File: src/rtl/bias_loader.sv
// Bias loader: fetches one signed bias word per output channel and presents it to the bias buffer.
// Optional macro BIAS_LOADER_PREFETCH_EN prefetches the next channel's bias during HOLD.
module bias_loader #(
  parameter int DATA_WIDTH = 32,
  parameter int ADDR_WIDTH = 10,
  parameter int CH_WIDTH   = 10
) (
  input  logic                         clk,
  input  logic                         rst_n,
  input  logic                         start,
  input  logic [CH_WIDTH-1:0]          num_ch,
  input  logic [ADDR_WIDTH-1:0]        base_addr,
  input  logic                         ch_done,
  output logic                         mem_rd_en,
  output logic [ADDR_WIDTH-1:0]        mem_addr,
  input  logic signed [DATA_WIDTH-1:0] mem_rd_data,
  output logic signed [DATA_WIDTH-1:0] bias_out,
  output logic                         valid_read,
  output logic [CH_WIDTH-1:0]          ch_idx,
  output logic                         busy,
  output logic                         done
);

  typedef enum logic [2:0] {
    S_IDLE, S_REQ, S_WAIT, S_LOAD, S_HOLD, S_DONE
  } state_t;

  state_t                        state_q, state_d;
  logic [CH_WIDTH-1:0]           num_ch_q, num_ch_d;
  logic [ADDR_WIDTH-1:0]         base_q, base_d;
  logic [CH_WIDTH-1:0]           ch_idx_q, ch_idx_d;
  logic signed [DATA_WIDTH-1:0]  bias_q, bias_d;
  logic                          last_ch;

`ifdef BIAS_LOADER_PREFETCH_EN
  logic signed [DATA_WIDTH-1:0]  pf_q, pf_d;
  logic                          hold_first_q, hold_first_d;
  logic                          pf_wait_q, pf_wait_d;
  logic                          pend_q, pend_d;
`endif

  // Address add wraps naturally at ADDR_WIDTH bits.
  function automatic logic [ADDR_WIDTH-1:0] ch_addr(input logic [ADDR_WIDTH-1:0] b,
                                                    input logic [CH_WIDTH-1:0]   c);
    return b + ADDR_WIDTH'(c);
  endfunction

  assign last_ch  = (ch_idx_q == num_ch_q - CH_WIDTH'(1));
  assign bias_out = bias_q;
  assign ch_idx   = ch_idx_q;

  always_comb begin
    state_d    = state_q;
    num_ch_d   = num_ch_q;
    base_d     = base_q;
    ch_idx_d   = ch_idx_q;
    bias_d     = bias_q;
    mem_rd_en  = 1'b0;
    mem_addr   = '0;
    valid_read = 1'b1;
    busy       = (state_q != S_IDLE);
    done       = 1'b0;
`ifdef BIAS_LOADER_PREFETCH_EN
    pf_d         = pf_q;
    hold_first_d = 1'b0;
    pf_wait_d    = 1'b0;
    pend_d       = pend_q;
`endif
    case (state_q)
      S_IDLE: begin
        if (start) begin
          num_ch_d = num_ch;
          base_d   = base_addr;
          ch_idx_d = '0;
          state_d  = (num_ch == '0) ? S_DONE : S_REQ;
        end
      end
      S_REQ: begin
        mem_rd_en = 1'b1;
        mem_addr  = ch_addr(base_q, ch_idx_q);
        state_d   = S_WAIT;
      end
      S_WAIT: begin
        bias_d  = mem_rd_data;
        state_d = S_LOAD;
      end
      S_LOAD: begin
        valid_read = 1'b0;
        state_d    = S_HOLD;
`ifdef BIAS_LOADER_PREFETCH_EN
        hold_first_d = 1'b1;
        pend_d       = 1'b0;
`endif
      end
      S_HOLD: begin
`ifdef BIAS_LOADER_PREFETCH_EN
        if (hold_first_q && !last_ch) begin
          mem_rd_en = 1'b1;
          mem_addr  = ch_addr(base_q, ch_idx_q + CH_WIDTH'(1));
          pf_wait_d = 1'b1;
        end
        if (pf_wait_q) pf_d = mem_rd_data;
        // A ch_done seen before the prefetch data returns is remembered in pend_q.
        if (ch_done || pend_q) begin
          if (last_ch) begin
            state_d = S_DONE;
          end else if (hold_first_q) begin
            pend_d = 1'b1;
          end else begin
            bias_d   = pf_wait_q ? mem_rd_data : pf_q;
            ch_idx_d = ch_idx_q + CH_WIDTH'(1);
            pend_d   = 1'b0;
            state_d  = S_LOAD;
          end
        end
`else
        if (ch_done) begin
          if (last_ch) begin
            state_d = S_DONE;
          end else begin
            ch_idx_d = ch_idx_q + CH_WIDTH'(1);
            state_d  = S_REQ;
          end
        end
`endif
      end
      S_DONE: begin
        done    = 1'b1;
        state_d = S_IDLE;
      end
      default: state_d = S_IDLE;
    endcase
  end

  always_ff @(posedge clk or negedge rst_n) begin
    if (!rst_n) begin
      state_q  <= S_IDLE;
      num_ch_q <= '0;
      base_q   <= '0;
      ch_idx_q <= '0;
      bias_q   <= '0;
`ifdef BIAS_LOADER_PREFETCH_EN
      pf_q         <= '0;
      hold_first_q <= 1'b0;
      pf_wait_q    <= 1'b0;
      pend_q       <= 1'b0;
`endif
    end else begin
      state_q  <= state_d;
      num_ch_q <= num_ch_d;
      base_q   <= base_d;
      ch_idx_q <= ch_idx_d;
      bias_q   <= bias_d;
`ifdef BIAS_LOADER_PREFETCH_EN
      pf_q         <= pf_d;
      hold_first_q <= hold_first_d;
      pf_wait_q    <= pf_wait_d;
      pend_q       <= pend_d;
`endif
    end
  end

endmodule
File: config.mk
export PLATFORM = sky130hd
export DESIGN_NAME = bias_loader
export DESIGN_NICKNAME = d
export VERILOG_FILES = /design/src/rtl/bias_loader.sv
export SDC_FILE = /design/constraint.sdc
export NUM_CORES = 1
export LEC_CHECK = 0
export ABC_AREA = 1
export BUFFER_PORTS_ARGS = -buffer_cell sky130_fd_sc_hd__buf_4
export CORE_UTILIZATION = 45
export DETAILED_ROUTE_END_ITERATION = 8
export HOLD_SLACK_MARGIN = 0.08
export PLACE_DENSITY_LB_ADDON = 0.15
export SYNTH_ARGS = -nofsm -noshare
export SYNTH_HDL_FRONTEND = slang
export SYNTH_SLANG_ARGS = --single-unit
File: constraint.sdc
create_clock -name clk -period 2.9 [get_ports clk]
set_clock_uncertainty 0.2 [all_clocks]
set_input_delay 0.58 -clock clk [delete_from_list [all_inputs] [get_ports clk]]
set_output_delay 0.58 -clock clk [all_outputs]
set_load 0.005 [all_outputs]
==> results of run 1 <==
cell type report:
type,count,area [µm²],share of cell area (%)
Timing Repair Buffer,128,961,19.4
Tap cell,102,128,2.58
Multi-Input combinational cell,290,1870,37.8
Sequential cell,65,1630,32.9
Clock inverter,5,53.8,1.09
Inverter,41,154,3.11
Clock buffer,11,151,3.06
Yosys cell counts (2+ instances only):
cell      count  area share, %
nand2_1      87            8.9
xor2_1       10            2.4
nand2_2       2           0.34
clkbuf_1      2           0.20
nor4_1        2           0.34
o21ai_0      10            1.4
dfrtp_1      65             44
inv_2         8           0.82
nand3_1      16            2.2
ha_1         11            3.7
buf_2         7           0.95
a211oi_1      2           0.41
nand4_1       4           0.68
nand3_2      11            3.0
nor3_1        9            1.2
nor2_2        5           0.85
nor2_4        2           0.61
xnor2_1       6            1.4
a21oi_1      18            2.4
nor2_1       44            4.5
inv_1        32            3.3
mux2_2       44             13
worst min-delay path by stage:
stage	to	slack, ps	start	cells after the start
floorplan	base_q[0]	80	rst_n	0
global placement	num_ch_q[1]	270	num_ch_q[1]	2
detailed placement	num_ch_q[1]	280	num_ch_q[1]	2
CTS	num_ch_q[3]	170	rst_n	1
global route	ch_idx[2]	220	rst_n	1
finish	base_q[5]	140	rst_n	1
kinds of logic after synthesis:
logic type / after synthesis / share of synthesized area [%]
AND/OR/NAND/NOR: 185 / 23.4
flip-flops: 65 / 44.2
buffers and inverters: 53 / 5.99
multiplexers: 44 / 13.5
AO/OA/AOI/OAI: 33 / 4.83
XOR/XNOR: 16 / 3.81
adder cells (fa/ha/maj): 12 / 4.29
cells in the final DEF (no fill, tap or decap), types with 3 or more instances in the layout:
cell and instances:
buf_4 128, nand2_1 86, dfrtp_1 65, nor2_1 44, mux2_2 44, inv_1 32
a21oi_1 17, nand3_1 15, nand3_2 12, clkbuf_8 11, xor2_1 10, nor3_1 8
inv_2 8, o21ai_0 8, ha_1 8, xnor2_1 6, nor2_2 5, nand4_1 4
nand2_2 3, clkinv_2 3
repair_timing:
| action | CTS | global route |
|---|---|---|
| hold endpoints to repair | 0 | 0 |
| setup buffers | 0 | 4 |
| hold buffers | 0 | 0 |
| pin swaps | 0 | 6 |
| gates resized for setup | 2 | 9 |
| endpoints found under the setup margin | 1 | 3 |
where the power goes:
group | internal, mW | switching, mW
Combinational | 1.16 | 1.05
Sequential | 1.31 | 0.291
Clock | 0.441 | 0.342
Total | 2.92 | 1.69
layer usage:
layer | track usage (%) | vias up | part of all wire [%]
met5 | 0 | - | 0
met4 | 5.86 | 0 | 0.43
met3 | 7.14 | 2 | 6.6
met2 | 35.9 | 87 | 50
met1 | 27.2 | 1495 | 43
li1 | - | 1583 | -
metrics by stage:
step,setup WS [ps],setup TNS (ps),power [mW],cells
2_1_floorplan,352,0,2.90,408
3_5_place_dp,274,0,3.79,622
3_3_place_gp,321,0,3.72,622
4_1_cts,22.9,0,4.60,638
6_report,75.1,0,4.60,642
5_1_grt,-71.1,-91.3,4.97,642
registers in the layout, indices dropped and copies added, names as in the netlist:
| register | cells |
|---|---|
| num_ch_q | 10 |
| bias_out | 32 |
| base_q | 10 |
| ch_idx | 10 |
| state_q | 3 |
==> impl_metrics.py, run 1 <==
metrics = {
    "detailed_routing": {
        "dr.first_iter.drc_count": 149,
        "drc_errors": 0,
        "firstDrtPassIters": 4,
        "vias": 3167,
        "wirelength_mm": 8.81,
        "wl_per_cell_um": 13.7,
        "ant_nets": 0,
        "viasPerCell": 4.93,
    },
    "timing": {
        "period_share_pct": 97.4,
        "hold_violations": 0,
        "drv_slew": 0,
        "fmax_mhz": 354,
        "period_needed_ps": 2820,
        "hold_ws_ps": 144,
        "setup_viol": 0,
        "rsz0062_at_grt": "true",
        "relSlewSlack_pct": 44.4,
        "tightest_slew_ps": 834,
    },
    "yosys": {
        "yosysSeqAreaShare_pct": 44.2,
        "synth.avg_cell_area_um2": 9.02,
        "synthCells": 408,
        "yosysWarnings": 0,
        "synth_ff_type": "dfrtp_1",
        "syn-num-nets": 476,
        "synthArstFlopShare_pct": 100,
        "synth_cell_types": 33,
        "synth_area_um2": 3680,
        "synth-edff-count": 0,
        "ys_seq_elements": 65,
    },
    "cts": {
        "clock-sinks": 65,
        "clk_path_buf_depth": 2,
        "clock_latency_ps": 330,
        "root_buffer": "clkbuf_8",
        "cts_tree": "done",
        "clk_pin_slew_ps": 70,
        "cts_max_level": 3,
        "cts_buffers": 9,
    },
    "pwr": {
        "power.density_nw_per_um2": 931,
        "leakagePower_nw": 2.44,
        "ir_worst_vdd_mv": 0.518,
    },
    "global_route": {
        "grt_util_all_layers_pct": 21.7,
        "antenna_found_initial": 0,
        "overflow": 0,
        "grt_pass1_wl_mm": 14.5,
        "grt_pass1_vias": 3226,
        "grt_max_degree": 66,
    },
    "min_path": {
        "hp-class": "input pin to asynchronous set/reset pin",
    },
    "final_layout": {
        "utilization_pct": 63.3,
        "final_nets": 603,
        "fin_area_um2": 4940,
        "fill_cells": 661,
        "num_antenna_cells": 0,
        "layout-drive-gt1-share_pct": 42.0,
        "synthToLayoutAreaGrowth_pct": 34.4,
    },
    "worst_setup_path": {
        "crit_chain": "ha_4 -> fa_2 -> nand3_2 -> nand2_2 -> nand2_1 -> nand2_1 -> a21oi_2 -> o21ai_1 -> a21oi_1 -> buf_4",
        "endpoint_kind": "output port",
        "setup.worst_path.start": "base_q[0]",
        "cp.arrival_ps": 2040,
        "start_kind": "register",
        "crit_buf_inv": 1,
        "cp_slowest_cell": "dfrtp_1",
        "critical-path-max-stage-delay_ps": 410,
        "cp.required_ps": 2120,
        "path_max_fanout": 4,
        "cp.depth": 10,
        "rr_endpoint": "ch_idx[0]",
        "cp_top_family": "adder cells",
        "reg2reg_slack_ps": 610,
        "rr_worst_depth": 9,
        "worstSetupEndpoint": "mem_addr[6]",
        "reg2reg_from": "state_q[2]",
        "crit_top_cell": "nand2_1",
        "critical_path_class": "register to output port",
    },
    "floorplanning": {
        "fp.coreArea_um2": 7810,
        "die_w_um": 92.4,
        "dieArea_um2": 8540,
        "initial_core_util_pct": 47.1,
        "fp.dieH_um": 92.4,
        "boundaryPins": 112,
        "rows": 32,
    },
    "run_status": {
        "status": "finished clean",
    },
    "job": {
        "max_cap_viol_count": 0,
    },
    "place": {
        "hpwl_mm": 6.72,
        "gp_congestion": 0.936,
        "io_buffer_count": 111,
        "place_area_um2": 4670,
    },
}
No activity file was read; power rests on OpenSTA's default activity.
==> run 2: changes to the inputs <==
CORE_UTILIZATION = 30   (was 45)
CTS_BUF_LIST = sky130_fd_sc_hd__clkbuf_16   (was unset)
==> run 2 against run 1 <==
- hold slack better by 4.4 ps
- combinational power about the same
- utilization fell by 21 points
- critical endpoint unchanged
- clock-buffer cell count fell by 2
- critical path depth stayed put
==> impl_metrics.py, run 2 (synthesized netlist as in run 1, its figures left out) <==
metrics = {
    "final_layout": {
        "fill_cells": 1199,
        "seqCellArea_um2": 1630,
        "fin_area_um2": 5090,
        "final_nets": 598,
        "final_common_cell": "buf_4",
        "multi_input_area_um2": 1870,
        "num_antenna_cells": 0,
        "final_cell_mix": "122 x buf_4, 86 x nand2_1, 64 x dfrtp_1, 44 x nor2_1, 44 x mux2_2",
        "synthToLayoutAreaGrowth_pct": 38.4,
        "layout-drive-gt1-share_pct": 41.1,
        "largest_reg_flops": 32,
    },
    "worst_setup_path": {
        "critical-path-max-stage-delay_ps": 410,
        "crit_buf_inv": 1,
        "path_max_fanout": 4,
        "cp.arrival_ps": 2020,
        "critical_path_class": "register to output port",
        "cp.required_ps": 2120,
        "endpoint_kind": "output port",
        "cp_top_family": "adder cells",
        "cp_slowest_cell": "dfrtp_1",
        "crit_chain": "ha_4 -> fa_2 -> nand3_2 -> nand2_2 -> nand2_1 -> nand2_1 -> a21oi_2 -> o21ai_1 -> a21oi_1 -> buf_4",
        "crit_top_cell": "nand2_1",
        "start_kind": "register",
    },
    "floorplanning": {
        "fp.coreArea_um2": 12000,
        "boundaryPins": 112,
        "die_w_um": 113,
        "rows": 40,
        "fp.dieH_um": 113,
        "dieArea_um2": 12700,
        "initial_core_util_pct": 30.8,
    },
    "detailed_routing": {
        "drc_errors": 0,
        "wl_per_cell_um": 13.6,
        "vias": 3189,
        "viasPerCell": 4.68,
        "ant_nets": 0,
        "wirelength_mm": 9.30,
        "dr.first_iter.drc_count": 196,
        "firstDrtPassIters": 4,
    },
    "timing": {
        "fmax_mhz": 357,
        "rsz0062_at_grt": "true",
        "tightest_slew_ps": 841,
        "setup_viol": 0,
        "drv_slew": 0,
        "period_needed_ps": 2800,
        "period_share_pct": 96.5,
        "relSlewSlack_pct": 43.9,
        "hold_violations": 0,
        "setup_tns_ps": 0,
    },
    "run_status": {
        "status": "finished clean",
    },
    "cts": {
        "clk_pin_slew_ps": 50,
        "clock-sinks": 65,
        "clk_path_buf_depth": 2,
        "root_buffer": "clkbuf_16",
        "clock_latency_ps": 330,
        "hold_buffers": 0,
        "cts_buffers": 9,
        "cts_tree": "done",
        "cts_max_level": 3,
    },
    "job": {
        "max_cap_viol_count": 0,
    },
    "global_route": {
        "grt_max_degree": 66,
        "grt_pass1_vias": 3241,
        "grt_util_all_layers_pct": 15.5,
        "grt_pass1_wl_mm": 15.4,
        "overflow": 0,
        "antenna_found_initial": 0,
    },
    "pwr": {
        "ir_worst_vdd_mv": 0.517,
        "power.total_mw": 4.99,
        "leakagePower_nw": 2.46,
        "power.density_nw_per_um2": 979,
    },
    "place": {
        "gp_congestion": 0.877,
        "place_area_um2": 4720,
        "hpwl_mm": 7.11,
        "io_buffer_count": 111,
    },
    "min_path": {
        "hp-class": "input pin to asynchronous set/reset pin",
    },
}
-- run 2: cell count changes in the layout (fill, tap and decap cells not counted), sizes merged --
cell / change
clkinv: -2
clkbuf: -2
clkinvlp: +1
buf: -5
inv: +2
bufinv: +1
-- run 2: path summary, 6_finish.rpt --
kind | depth (start not counted) | slack, ps | end | start
worst max-delay path | 10 | 100 | mem_addr[6] | ch_idx[0]
worst min-delay path | 1 | 150 | base_q[5] | rst_n
worst max register to register | 10 | 580 | ch_idx[0] | state_q[1]
worst min register to register | 2 | 290 | num_ch_q[1] | num_ch_q[1]
max in group asynchronous | 1 | 1750 | ch_idx[2] | rst_n
min in group clk | 2 | 280 | bias_out[7] | mem_rd_data[7]
-- run 2: repair_timing --
action,4_1_cts,5_1_grt
setup buffers,0,1
endpoints found under the setup margin,2,3
gates resized for setup,3,7
endpoints found under the hold margin,0,0
pin swaps,0,1
-- run 2: per-stage QoR --
stage	std cells	setup WS [ps]	hold WS [ps]	utilization [%]
6_report	682	100	149	42.6
5_1_grt	682	-45.6	232	42.6
4_1_cts	681	23.1	192	42.3
3_5_place_dp	665	278	282	39.5
3_3_place_gp	665	290	274	39.5
2_1_floorplan	408	352	84.4	-
-- run 2: power breakdown --
| part | switching, mW | total (mW) | internal [mW] |
|---|---|---|---|
| clock network | 0.414 | 1.17 | 0.752 |
| logic | 1.05 | 2.21 | 1.16 |
| registers | 0.294 | 1.61 | 1.31 |
-- run 2: cell type report --
cell class | instances | share of cell area (%)
clock buffers | 9 | 4.42
clock inverters | 7 | 1.82
inverters | 41 | 3.02
multi-input cells | 290 | 36.8
flip-flops and latches | 65 | 32.0
well taps | 147 | 3.61
repair buffers | 123 | 18.4
-- run 2: per-layer routing --
layer | part of all wire [%] | vias up | global-route usage, %
met5 | 0 | - | 0
met4 | 1.6 | 0 | 5.60
met3 | 7.9 | 11 | 5.62
met2 | 48 | 99 | 26.5
met1 | 42 | 1503 | 17.7
li1 | - | 1576 | -
==> run 3: changes to the inputs <==
ABC_AREA = 0   (was 1)
==> run 3 against run 2 <==
- the flow now finishes with violations (setup timing)
- synthesized area down 4.1%
- first-iteration DRC count down 66%
- clock power about the same
- clock-buffer cell count unchanged
- final cell count is 9.1% lower
- global-route usage rose by 0.38 points
- sequential power hardly changed
- final area shrank 1.4%
- utilization is 1.4 points higher
- largest power group unchanged
==> impl_metrics.py, run 3 <==
metrics = {
    "final_layout": {
        "final_common_cell": "buf_4",
        "final_cell_mix": "132 x buf_4, 70 x nand2_1, 64 x dfrtp_1, 32 x mux2_2",
        "synthToLayoutAreaGrowth_pct": 42.4,
        "final-instance-count-excl-fill": 620,
        "final_nets": 540,
        "num_antenna_cells": 0,
        "fin_area_um2": 5020,
        "fill_cells": 1112,
        "layout-drive-gt1-share_pct": 42.1,
        "largest_reg_flops": 32,
    },
    "timing": {
        "relSlewSlack_pct": 43.3,
        "setup_viol": 5,
        "hold_ws_ps": 154,
        "layout_setup_ws_ps": -378,
        "rsz0062_at_grt": "true",
        "hold_violations": 0,
        "fmax_mhz": 305,
        "period_share_pct": 113,
        "tightest_slew_ps": 851,
        "period_needed_ps": 3280,
        "drv_slew": 0,
    },
    "cts": {
        "cts_tree": "done",
        "clk_pin_slew_ps": 60,
        "clock-sinks": 65,
        "cts_buffers": 9,
        "cts_max_level": 3,
        "clk_path_buf_depth": 2,
        "root_buffer": "clkbuf_16",
        "clock_latency_ps": 330,
    },
    "worst_setup_path": {
        "critical_path_class": "register to output port",
        "path_max_fanout": 2,
        "reg2reg_slack_ps": 300,
        "start_kind": "register",
        "cp.arrival_ps": 2500,
        "endpoint_kind": "output port",
        "cp.required_ps": 2120,
    },
    "yosys": {
        "synthSimpleGateAreaFrac_pct": 19.4,
        "synth_most_common_cell": "nand2_1",
        "synth_area_um2": 3530,
        "yosysWarnings": 0,
        "synthAdderAreaFrac_pct": 4.47,
        "syn-num-nets": 410,
        "synth_xor_area_share_pct": 4.36,
        "synth_top_area_share_pct": 46.1,
        "synth_ff_type": "dfrtp_1",
        "synth.area.mux_share_pct": 13.5,
        "synth-edff-count": 0,
        "synth_compound_area_share_pct": 9.51,
        "synth_common_cells": "70 x nand2_1, 65 x dfrtp_1, 32 x mux2_2",
        "synth_top_family_by_area": "simple AND/OR/NAND/NOR gates",
        "yosys.area.top_type": "dfrtp_1",
        "synth.avg_cell_area_um2": 10.3,
        "synthCells": 342,
        "ys_seq_elements": 65,
        "yosysSeqAreaShare_pct": 46.1,
        "synth_cell_types": 53,
        "synthArstFlopShare_pct": 100,
        "synth.area.top_cells": "dfrtp_1 46%, mux2_2 10%, nand2_1 7.5%",
    },
    "detailed_routing": {
        "wirelength_mm": 9.17,
        "ant_nets": 0,
        "vias": 2997,
        "dr.first_iter.drc_count": 66,
        "viasPerCell": 4.83,
        "drc_errors": 0,
        "firstDrtPassIters": 4,
        "wl_per_cell_um": 14.8,
    },
    "job": {
        "max_cap_viol_count": 0,
    },
    "global_route": {
        "grt_pass1_wl_mm": 15.4,
        "grt_util_all_layers_pct": 15.9,
        "antenna_found_initial": 0,
        "grt_max_degree": 66,
        "grt_pass1_vias": 3164,
        "overflow": 0,
    },
    "floorplanning": {
        "fp.dieH_um": 110,
        "die_w_um": 110,
        "boundaryPins": 112,
        "fp.coreArea_um2": 11400,
        "rows": 39,
        "dieArea_um2": 12200,
        "initial_core_util_pct": 30.9,
    },
    "place": {
        "dp_cells": 602,
        "gp_congestion": 0.760,
        "io_buffer_count": 111,
        "hpwl_mm": 6.57,
        "place_area_um2": 4650,
    },
    "min_path": {
        "hp-class": "input pin to asynchronous set/reset pin",
    },
    "pwr": {
        "power.total_mw": 5.05,
        "leakagePower_nw": 2.46,
        "power.density_nw_per_um2": 1000,
        "ir_worst_vdd_mv": 0.572,
    },
    "run_status": {
        "status": "finished with violations",
        "violations": "setup timing",
    },
}
## run 3: cell count changes after synthesis, moves of 6 or more
cell      previous run  this run
nand2_1             87        70
mux2i_1              0        10
buf_2                7         1
nor2_1              44        13
mux2_2              44        32
nand3_1             16         5
inv_1               32         8
clkbuf_1             2        10
nand2b_1             0        12
nand3_2             11         0
inv_2                8         0
## run 3: cell families (layout without fill, tap and decap cells)
logic type	after synthesis	count (layout)
xor+xnor	16	16
fa+ha+maj	12	12
flops	65	65
simple gates	139	139
compound gates	45	45
buf+inv	22	157
mux	43	43
## run 3: power by group
group / switching, mW / internal (mW) / leakage [nW]
Combinational: 1.01 / 1.23 / 1.50
Clock: 0.416 / 0.752 / 0.155
Sequential: 0.325 / 1.31 / 0.801
## run 3: metal layers
metal	up-vias	GRT usage (%)	wire length (µm)
met5	-	0	0
met1	1441	18.1	3900
met4	0	4.98	135
met3	11	7.35	734
li1	1448	-	-
met2	97	26.2	4400
## run 3: repair_timing
action                                  in CTS  in global routing
endpoints found under the setup margin       5                  6
setup buffers                                2                  0
pin swaps                                   11                  3
hold buffers                                 0                  0
cloned                                       0                  0
gates resized for setup                      6                  2
## run 3: critical path, stage by stage, from the launching register on
cell and delay (ps):
dfrtp_2 420, ha_4 170, fa_2 360, a21o_1 200, a21oi_2 140, o21bai_1 110, a2111o_1 390, and3_1 160
nor3_2 90, buf_4 130
## run 3: path summary, 6_finish.rpt
path | from | endpoint | depth (start not counted)
hold reg to reg | base_q[8] | base_q[8] | 2
min in group clk | base_addr[4] | base_q[4] | 3
setup / recovery | ch_idx[0] | mem_addr[8] | 9
max in group asynchronous | rst_n | ch_idx[0] | 1
setup reg to reg | num_ch_q[1] | ch_idx[0] | 8
hold / removal | rst_n | num_ch_q[7] | 1
## run 3: layout make-up
| class | count | area, µm² | share of cell area (%) |
|---|---|---|---|
| Tap cell | 143 | 179 | 3.56 |
| Timing Repair Buffer | 133 | 1000 | 20.0 |
| Inverter | 8 | 30.0 | 0.598 |
| Clock inverter | 7 | 93.8 | 1.87 |
| Clock buffer | 9 | 225 | 4.48 |
| Multi-Input combinational cell | 255 | 1860 | 37.1 |
| Sequential cell | 65 | 1630 | 32.4 |
## run 3: stage by stage
stage / TNS, ps / setup WS, ps / utilization [%]
6_report: -1010 / -378 / 44.0
5_1_grt: -1630 / -493 / 44.0
3_5_place_dp: -131 / -96.0 / 40.7
2_1_floorplan: 0 / 9.91 / -
4_1_cts: -1040 / -421 / 43.9
3_3_place_gp: -105 / -102 / 40.7
